===== src/rtl/n_bit_1_to_m_stream_demux.sv =====
// ============================================================================
// Module   : n_bit_1_to_m_stream_demux
// Brief    : Registered 1-to-M valid/ready demux, addressed or round-robin.
// Revision : 1.0
// ============================================================================
`default_nettype none

module n_bit_1_to_m_stream_demux #(
    parameter  int N  = 4,
    parameter  int M  = 4,
    localparam int SW = $clog2(M)
) (
    input  logic            clk,
    input  logic            rst,
    input  logic            enable,
    input  logic            mode,
    input  logic [SW-1:0]   select,
    input  logic            in_valid,
    input  logic [N-1:0]    in_data,
    output logic            in_ready,
    output logic [M-1:0]    out_valid,
    output logic [M*N-1:0]  out_data,
    input  logic [M-1:0]    out_ready,
    output logic [SW-1:0]   rr_ptr,
    output logic            err
);

    logic [M-1:0]   valid_q, valid_d;
    logic [M*N-1:0] data_q,  data_d;
    logic [SW-1:0]  rr_q,    rr_d;
    logic           err_q,   err_d;

    logic [SW-1:0]  w_target;
    logic [M-1:0]   w_free;
    logic           w_tgt_ok;
    logic           w_tgt_free;
    logic           w_accept;

    assign w_target = mode ? rr_q : select;
    assign w_free   = ~valid_q | out_ready;

    // Out-of-range targets are always "free" so a bad select is consumed, never stalls.
    always_comb begin
        w_tgt_ok   = 1'b0;
        w_tgt_free = 1'b1;
        for (int k = 0; k < M; k++) begin
            if (w_target == SW'(k)) begin
                w_tgt_ok   = 1'b1;
                w_tgt_free = w_free[k];
            end
        end
    end

    assign in_ready = ~rst & enable & w_tgt_free;
    assign w_accept = in_valid & in_ready;

    always_comb begin
        valid_d = valid_q;
        data_d  = data_q;
        for (int k = 0; k < M; k++) begin
            if (w_accept && w_tgt_ok && (w_target == SW'(k))) begin
                valid_d[k]       = 1'b1;
                data_d[k*N +: N] = in_data;
            end else if (valid_q[k] && out_ready[k]) begin
                valid_d[k]       = 1'b0;
                data_d[k*N +: N] = '0;
            end
        end
    end

    always_comb begin
        rr_d  = rr_q;
        err_d = w_accept & ~w_tgt_ok;
        if (w_accept && mode) begin
            rr_d = (rr_q == SW'(M - 1)) ? '0 : rr_q + SW'(1);
        end
    end

    always_ff @(posedge clk) begin
        if (rst) begin
            valid_q <= '0;
            data_q  <= '0;
            rr_q    <= '0;
            err_q   <= 1'b0;
        end else begin
            valid_q <= valid_d;
            data_q  <= data_d;
            rr_q    <= rr_d;
            err_q   <= err_d;
        end
    end

    assign out_valid = valid_q;
    assign out_data  = data_q;
    assign rr_ptr    = rr_q;
    assign err       = err_q;

endmodule

`default_nettype wire


===== config.mk =====
export PLATFORM = sky130hd
export DESIGN_NAME = n_bit_1_to_m_stream_demux
export DESIGN_NICKNAME = d
export VERILOG_FILES = /design/src/rtl/n_bit_1_to_m_stream_demux.sv
export SDC_FILE = /design/constraint.sdc
export NUM_CORES = 1
export LEC_CHECK = 0
export BUFFER_PORTS_ARGS = -buffer_cell sky130_fd_sc_hd__buf_2
export CAP_MARGIN = 20
export CORE_ASPECT_RATIO = 0.6
export CORE_UTILIZATION = 47
export DETAILED_ROUTE_END_ITERATION = 10
export GPL_ROUTABILITY_DRIVEN = 0
export PLACE_DENSITY = 0.77
export SKIP_CTS_REPAIR_TIMING = 1
export SYNTH_ARGS = -nofsm -noshare
export SYNTH_HDL_FRONTEND = slang
export SYNTH_SLANG_ARGS = --single-unit

===== constraint.sdc =====
create_clock -name clk -period 2.01 [get_ports clk]
set_clock_uncertainty 0.1 [all_clocks]
set_input_delay 0.402 -clock clk [delete_from_list [all_inputs] [get_ports clk]]
set_output_delay 0.402 -clock clk [all_outputs]
set_load 0.005 [all_outputs]

Word-level counts from Yosys, hierarchy flattened. Index checks and enable logic that the tools add are counted.

Input port bits: 15. Register bits after elaboration: 23. Output and inout bits: 24. Logic and storage cells: 64.

Bitwise gates (word level): 8. Eq/ne operators: 4. Muxes and demuxes: 26. Reduce and logical (&&, ||, !) cells: 15. Add/subtract/negate cells: 1.

Operators by type and width (count): 4-bit two-way mux (8); 1-bit two-way mux (16); 1-bit logical AND (10); 2-bit nonzero test (4); 2-bit == test, second input constant (3); 1-bit bitwise AND (4); 2-bit two-way mux (2); 4-bit NOT (1); 4-bit bitwise OR (1); 2-bit by 1-bit adder with 2-bit output, second input constant (1); 2-bit by 1-bit == test with 1-bit output, second input constant (1); 2-bit logical NOT (1); 1-bit NOT (2).

Depth between registers and ports, before layout. Gate-level depths: netlist (run 1).

Depth after elaboration: 11. Gate-level depth with buffers: 7. Depth with buffers taken out: 5.

Least setup slack after synthesis (run 1). Ideal clock, no wire load.

Path kind: in2reg. Start point: in mode. End point: reg rr_q[0], in the netlist rr_ptr[0]. Library setup time: 121 ps. Required time: 1789 ps. Buffers on the path: 1. Stages on the path: 6. Slack: 167 ps. Arrival time: 1622 ps. Cell sequence: buf_6 > nor3b_1 > o21ai_1 > o2111ai_2 > nor3_1 > mux2_2.

Longest elaborated chain between the ends: 9. Elaborated cells between the ends (all ways): 12. Classes of those cells: eq/ne: 3; mux: 5; bitwise: 2; reduce/logical: 2.

RTL lines: start: declaration (line 16) `input logic mode,`; 2-bit two-way mux (line 39) `assign w_target = mode ? rr_q : select;`; 2-bit logical NOT (line 47) `if (w_target == SW'(k)) begin`; 1-bit two-way mux (4 in a row) (line 47); 1-bit bitwise AND (line 54) `assign in_ready = ~rst & enable & w_tgt_free;`; 1-bit bitwise AND (line 55) `assign w_accept = in_valid & in_ready;`; 1-bit logical AND (*) (line 74) `if (w_accept && mode) begin`; end signal: assignment (line 88) `rr_q <= rr_d;`; end: declaration (line 30) `logic [SW-1:0] rr_q, rr_d;`.

Mark *: on every way between the ends. The rest lies on a longest branch, timed or not. A chain may end at the register's enable or synchronous reset.

Worst setup path after layout (run 1).
Start point: in mode. End point: out in_ready.

Longest elaborated chain between the ends: 7. Elaborated cells between the ends (all ways): 10. Classes of those cells: eq/ne: 3; mux: 5; bitwise: 1; reduce/logical: 1.

RTL lines: 2-bit two-way mux (*) (line 39); 2-bit logical NOT (line 47); 1-bit two-way mux (3 in a row) (line 47); 1-bit two-way mux (*) (line 47); 1-bit bitwise AND (*) (line 54); end: declaration (line 20) `output logic in_ready,`.

Marked as above.

==> results.md, run 1 <==
- The endpoint kind of the worst setup timing path is a primary output.
- In this run the worst setup path terminates at in_ready.
- Max-cap violations in this run came to 0.
- In the synthesized netlist, the number of instances is 107.
- The number of DRC violations after detailed-routing iteration 0 is between 40 and 50.
- After detailed routing, the average wire length per cell comes to between 10 and 15 um.
- The number of hold violations in the final report is 0.
- The TritonCTS clock tree is yes.
- The sequential cells in the finished layout cover a total of between 400 and 500 um2.
- The post-route non-filler standard cell count is ~180.
- The number of standard-cell rows in the floorplan is 12.
- The start point of the critical path is mode.
- The sink count of the clock tree is 23.
- In this run the number of H-tree levels came out at 1.
- The fraction of final layout cells sized beyond drive strength 1 is 40.4%.
- The floorplan step defined a die boundary enclosing approximately 2400 um2.
- The startpoint-to-endpoint class of the critical path is in -> out.
- Timing would allow up to about 500 MHz.
- Summing the sequential cell areas from Yosys gives approximately 45% of the chip area.
- The share of the core filled with cells in the final layout is ~69%.
- The peak ir drop on the vdd network is ~0.31 mV.
- The number of remaining DRC errors is 0.
- The initial antenna violation count was 0.
- Among all flip-flop cells after synthesis, the most frequent one is sky130_fd_sc_hd__dfxtp_1.
- The min-delay analysis places its worst path in the category in -> reg.
- The number of global-route vias before repair is a little under 800.
- The final count of negative-setup-slack endpoints is 0.
- The share of the clock period used by the worst path after layout is between 90% and 100%.
- The first global-routing pass estimated around 3.6 mm of wire.
- The highest fanout seen on the critical path is 9.
- The max-slew violation count is 0.
- The detailed placement HPWL is 1.76 mm.
- The data arrival time at the worst-slack endpoint is 1.50 ns.
- The share of the synthesized area in the top cell type is between 40 and 50%.
- The number of buffers created by CTS is 3.
- The yosys synthesis warning count is 0.
- The end of the worst register-to-register path is out_data[9]$_SDFFE_PP0P_.
- The synthesized design contains 23 register bits.
- The effective utilization at floorplan is a little over half.
- In this run the static leakage power is roughly 0.64 nW.
- Setup repair after global routing could not meet its margin everywhere.
- After synthesis the cells add up to between 1000 and 1500 um2.
- The number of cells on the worst reg-to-reg path is 6.
- Measured along the x axis, the die boundary spans 62.4 um.
- By count the netlist is led by sky130_fd_sc_hd__dfxtp_1, sky130_fd_sc_hd__mux2i_1, sky130_fd_sc_hd__nand2_1.
- The diode insertion count for antenna repair is 0.
- By area the synthesized netlist is led by sky130_fd_sc_hd__dfxtp_1, sky130_fd_sc_hd__mux2i_1, sky130_fd_sc_hd__nand2_1.
- The number of instances in the placed design is 171.
- After clock tree synthesis, the clock-pin slew on the worst setup and hold paths is ~0.13 ns.
- After filler insertion, the fill cell instance count of the layout stands at approximately 150.
- The worst register-to-register path has a setup slack of approximately 0.13 ns.
- The die is 38.2 um tall.
- For this design the ratio of total power to cell area is between 500 and 600 nW/um2.
- In the final layout, the multi-input gates occupy between 500 and 600 um2.
- The buffer cell driving the clock tree root is sky130_fd_sc_hd__clkbuf_4.
- The core region is between 1500 and 2000 um2.
- The buffer depth of the longest clock path is 2.
- The I/O pin count is 39.
- The cell accounting for the most synthesized area is sky130_fd_sc_hd__dfxtp_1.
- STA puts the critical path data required time at around 1.5 ns.
- The synthesis-to-finish area growth is 31.7%.
- After global routing the overflow that remains totals 0.
- The ratio of routed vias to standard cells is a little under 5.
- For this run, the post-layout net count is 168.
- The total track usage is around a fifth.
- The largest net degree at the start of global routing is 18.
- Before antenna repair, the detailed router went through 4 iterations.
- During placement, the flow inserted port buffers numbering 38.
- The launching point of the worst reg2reg path is rr_ptr[1]$_SDFFE_PP0P_.
- The run finished with clean final reports.
- The distinct cell type count after synthesis is 29.
- Of all flip-flops after synthesis, the portion carrying an async set or reset was 0%.
- The mean post-synth cell area is between 9 and 10 um2.
- The routed design could run at a clock period as short as between 2 and 2.5 ns.
- The number of routed nets with antenna violations is 0.
- The cell with the most instances after synthesis is sky130_fd_sc_hd__dfxtp_1.
- The number of synthesized flops with an enable pin is 0.
- STA classifies the critical path startpoint as an input pin.
- The number of nets in the synthesized netlist is approximately 120.
- The total number of vias is around 900.
- The routed wire length is ~2.4 mm.
- For the worst-skew pair, the clock arrives at the later sink with an insertion delay of 0.31 ns.
## cell usage in the layout, fill, tap and decap left out, types with 2 or more instances in the layout
master	count
sky130_fd_sc_hd__nand2_1	16
sky130_fd_sc_hd__dfxtp_4	2
sky130_fd_sc_hd__nor2_1	4
sky130_fd_sc_hd__inv_1	2
sky130_fd_sc_hd__mux2i_1	17
sky130_fd_sc_hd__nand2b_1	8
sky130_fd_sc_hd__nand3b_1	3
sky130_fd_sc_hd__buf_2	38
sky130_fd_sc_hd__buf_4	7
sky130_fd_sc_hd__nor3_1	3
sky130_fd_sc_hd__dfxtp_1	20
sky130_fd_sc_hd__clkbuf_4	3
sky130_fd_sc_hd__a21oi_1	6
sky130_fd_sc_hd__nor3b_1	2
## cell type report
cell class | instances | area share [%]
inverter | 2 | 0.555
sequential | 23 | 34.7
timing repair buffer | 45 | 17.9
clock buffer | 4 | 1.94
tap | 28 | 2.59
multi-input combinational | 77 | 42.3
## routing by layer
metal  vias up  GRT usage (%)  wire, um
li1        458              -         -
met3         2           7.74       130
met5         -              0         0
met1       398           25.0      1190
met4         0           3.49        11
met2        29           35.2      1050
## worst max-delay path, stage by stage
cell	delay, ns
sky130_fd_sc_hd__buf_2	0.16
sky130_fd_sc_hd__nor3b_1	0.42
sky130_fd_sc_hd__a31oi_4	0.07
sky130_fd_sc_hd__o2111ai_4	0.24
sky130_fd_sc_hd__nor3b_2	0.07
sky130_fd_sc_hd__buf_2	0.13
## where the power goes
| group | leakage (nW) | switching, mW | internal, mW |
|---|---|---|---|
| clock network | 0.0150 | 0.133 | 0.0775 |
| logic | 0.435 | 0.0446 | 0.0379 |
| registers | 0.188 | 0.00405 | 0.461 |
## kinds of logic after synthesis
group,count (synthesis),share of synthesized area (%)
buffers and inverters,7,3.53
and+or+nand+nor,43,22.2
AOI/OAI and AO/OA,14,10.2
DFF,23,44.8
adders and majority gates,1,1.22
muxes,18,17.7
other,1,0.365
## flip-flops by register name (all words and copies together), names as in the netlist
register   cells
err            1
out_data      16
out_valid      4
rr_ptr         2
## worst min-delay path by stage
stage | startpoint | endpoint | slack (ns) | depth (start not counted)
2_1_floorplan | out_data[0]$_SDFFE_PP0P_ | out_data[0]$_SDFFE_PP0P_ | 0.35 | 2
5_1_grt | out_ready[1] | out_valid[1]$_SDFFE_PP0P_ | 0.31 | 3
3_3_place_gp | out_data[9]$_SDFFE_PP0P_ | out_data[9]$_SDFFE_PP0P_ | 0.34 | 2
4_1_cts | out_ready[1] | out_valid[1]$_SDFFE_PP0P_ | 0.29 | 3
6_report | out_ready[1] | out_valid[1]$_SDFFE_PP0P_ | 0.30 | 3
3_5_place_dp | out_data[2]$_SDFFE_PP0P_ | out_data[2]$_SDFFE_PP0P_ | 0.34 | 2
## metrics by stage
step                power, mW  hold WS, ns  area [um2]  setup slack [ns]  TNS (ns)
floorplan               0.519        0.351        1030             0.167         0
global placement        0.550        0.342        1250            0.0371         0
detailed placement      0.551        0.344        1250           -0.0139   -0.0158
CTS                     0.756        0.292        1270            -0.208    -0.208
global route            0.789        0.312        1350           -0.0439   -0.0439
finish                  0.758        0.298        1350           0.00931         0
No activity file was read; power rests on OpenSTA's default activity.
==> inputs of run 2 (changes only) <==
==> config.mk (replaced) <==
export PLATFORM = sky130hd
export DESIGN_NAME = n_bit_1_to_m_stream_demux
export DESIGN_NICKNAME = d
export VERILOG_FILES = /design/src/rtl/n_bit_1_to_m_stream_demux.sv
export SDC_FILE = /design/constraint.sdc
export NUM_CORES = 1
export LEC_CHECK = 0
export CAP_MARGIN = 20
export CELL_PAD_IN_SITES_DETAIL_PLACEMENT = 0
export CELL_PAD_IN_SITES_GLOBAL_PLACEMENT = 1
export CORE_ASPECT_RATIO = 0.6
export CORE_UTILIZATION = 44
export DETAILED_ROUTE_END_ITERATION = 10
export DONT_BUFFER_PORTS = 1
export GPL_ROUTABILITY_DRIVEN = 0
export PLACE_DENSITY_LB_ADDON = 0.1
export SKIP_CTS_REPAIR_TIMING = 1
export SKIP_LAST_GASP = 1
export SYNTH_ARGS = -nofsm -noshare
export SYNTH_HDL_FRONTEND = slang
export SYNTH_SLANG_ARGS = --single-unit
==> run 2 against run 1 <==
  * Worst setup slack gained 0.083 ns
  * Sequential share of layout area grew 6.6 points
  * Global-route usage is essentially flat
  * Count of clock-buffer cells in the layout is the same
  * Core utilization shrank 18 points
  * Sequential power grew 0.9%
  * Combinational power shrank 44%
  * Final cell count shrank 23%
  * Total power grew 4.7%
  * Via count shrank 15%
  * Maximum frequency grew 4.4%
  * Die area grew 6.5%
  * Critical path type is now reg -> out
  * Largest power group unchanged
  * Highest routed layer unchanged
==> results.md, run 2 (synthesis gave the netlist of run 1 again) <==
- The synthesis-to-finish area growth is 9.26%.
- The I/O pin count is 39.
- The total power per unit cell area is roughly 710 nW/um2.
- The area inside the core boundary is between 2000 and 2500 um2.
- The worst-case IR drop observed on VDD is ~0.43 mV.
- For this block, the routed nets add up to 2.29 mm of wire.
- The highest fanout seen on the critical path is 7.
- The layout has approximately 220 filler cells.
- The summed area of non-filler cells in the final layout is 1120 um2.
- The critical path in this run is classified as reg -> out.
- The wire length of the first global-routing pass is between 3 and 4 mm.
- Clock-pin slew was measured on the worst setup and hold paths at approximately 0.080 ns.
- The effective utilization at floorplan is a little under half.
- The flow ran to the end, and the final reports show no timing, DRC or antenna violations.
- The critical path goes through nand3b_1, a21o_1, o2111ai_4, nor3b_2.
- Port buffering added 0 buffers.
- The total track usage is between 20% and 30%.
- The number of antenna diodes in the final layout is 0.
- The largest single stage delay on the critical path is between 0.4 and 0.5 ns.
- The total number of vias is about 760.
- STA classifies the critical path endpoint as a primary output.
- The most common cell after layout, fill and taps aside is sky130_fd_sc_hd__dfxtp_1.
- STA classifies the critical path startpoint as a flip-flop.
- The area of the die is 2540 um2.
- The highest achievable clock rate is between 500 and 600 MHz.
- Once placement finished, the instance area stood at between 1000 and 1500 um2.
- Summed over all nets, wire length on met3 after detailed routing comes to 241 um.
- For the worst-skew pair, the clock arrives at the later sink with an insertion delay of ~0.26 ns.
- After legalization and detailed placement, the total HPWL measured 1.78 mm.
- The post-route non-filler standard cell count is ~140.
- The length of routed wiring on met1 is 1.01 mm.
- The shortest clock period the worst path allows after layout is around 1.9 ns.
- TritonCTS built the clock tree.
- The required time at the worst-slack endpoint is roughly 1.5 ns.
- The worst min-delay path class is in -> reg.
- The max-slew violation count came to 0.
- In the final routed layout, each cell accounts on average for between 15 and 20 um.
- The detailed router used layers up to and including met4.
- For this design, the sink count on the clock tree is 23.
- The number of routed nets with antenna violations is 0.
- Setup violations remaining at the end of the flow were counted as 0.
- The number of instances in the placed design is roughly 130.
- Of the available clock period, the critical path in the final layout requires a little over nine tenths.
- The post-layout net count is between 100 and 150.
- The number of buffers created by CTS is 3.
- In the layout the commonest cells are sky130_fd_sc_hd__dfxtp_1, sky130_fd_sc_hd__mux2i_1, sky130_fd_sc_hd__nand2_1, sky130_fd_sc_hd__nand2b_1, sky130_fd_sc_hd__a21oi_1.
- The buffering stage count on the worst path with inverters included is 0.
- The actual slew at the worst max-slew pin is approximately 0.50 ns.
- In this run the horizontal extent of the chip is around 64 um.
- The number of remaining DRC errors is 0.
- Cells with a size suffix above 1 make up 13.1% of the layout.
- In the detailed route, the total length drawn on met2 is 1.03 mm.
- The maximum level of the CTS H-tree is 1.
- The tool flagged a number of max-cap violations equal to 0.
- The initial antenna violation count was 0.
- The largest net degree at the start of global routing is 19.
- The analysis attributes to cell leakage a power of about 0.43 nW.
- The clock passes through at most 2 buffers.
- The detailed-routing iteration count for the pre-antenna-repair pass is 4.
- In this design, the largest share of critical-path delay is due to flip-flops.
- The number of standard-cell rows in the floorplan is 13.
- The number of hold violations in the final report came to 0.
- The data arrival time at the worst-slack endpoint is approximately 1.4 ns.
- The buffer cell driving the clock tree root is sky130_fd_sc_hd__clkbuf_8.
- The number of global-route vias before repair came to between 700 and 800.
- Setup repair after global routing left no endpoint under its margin.
- The worst pin sits at a relative slew slack of between 60% and 70%.
- The number of flip-flops in the largest register is 16.
- The slowest stage of the critical path is the sky130_fd_sc_hd__dfxtp_2 cell.
- The number of DRC violations after detailed-routing iteration 0 is 27.
- The remaining global-route overflow is 0.
- The die is 39.4 um tall.
- The ratio of routed vias to standard cells is between 5 and 6.
[run 2: metrics by stage]
stage / setup TNS (ns) / utilization [%] / setup slack, ns / power [mW] / hold WS, ns
detailed placement: 0 / 47.9 / 0.0249 / 0.523 / 0.373
global placement: 0 / 47.9 / 0.169 / 0.521 / 0.367
CTS: -0.177 / 49.9 / -0.169 / 0.799 / 0.0946
finish: 0 / 51.5 / 0.0928 / 0.793 / 0.0984
global route: 0 / 51.5 / 0.00122 / 0.832 / 0.0793
floorplan: 0 / - / 0.167 / 0.519 / 0.351
[run 2: power by group]
group | switching (mW) | internal (mW) | total, mW | leakage (nW)
clock network | 0.136 | 0.141 | 0.278 | 0.0228
registers | 0.00636 | 0.463 | 0.469 | 0.187
logic | 0.0266 | 0.0200 | 0.0466 | 0.217
[run 2: path summary, 6_finish.rpt]
kind,from,end,slack (ns),cells past startpoint
worst max register to register,rr_ptr[1]$_SDFFE_PP0P_,rr_ptr[0]$_SDFFE_PP0P_,0.19,5
worst min-delay path,rst,out_valid[2]$_SDFFE_PP0P_,0.1,1
worst max-delay path,rr_ptr[1]$_SDFFE_PP0P_,in_ready,0.09,4
worst min register to register,out_data[3]$_SDFFE_PP0P_,out_data[3]$_SDFFE_PP0P_,0.38,2
[run 2: layout make-up]
cell class              count  area, um2  share of cell area (%)
repair buffers              1       7.51                   0.669
clock buffers               4       45.0                    4.01
well taps                  30       37.5                    3.34
inverters                   2       7.51                   0.669
flip-flops and latches     23        463                    41.2
multi-input cells          77        562                    50.1
[run 2: metal layers]
metal  vias up  global-route usage, %
met1       357                   24.0
met2        34                   33.7
met3         2                   9.88
met4         0                   5.00
met5         -                      0
li1        365                      -
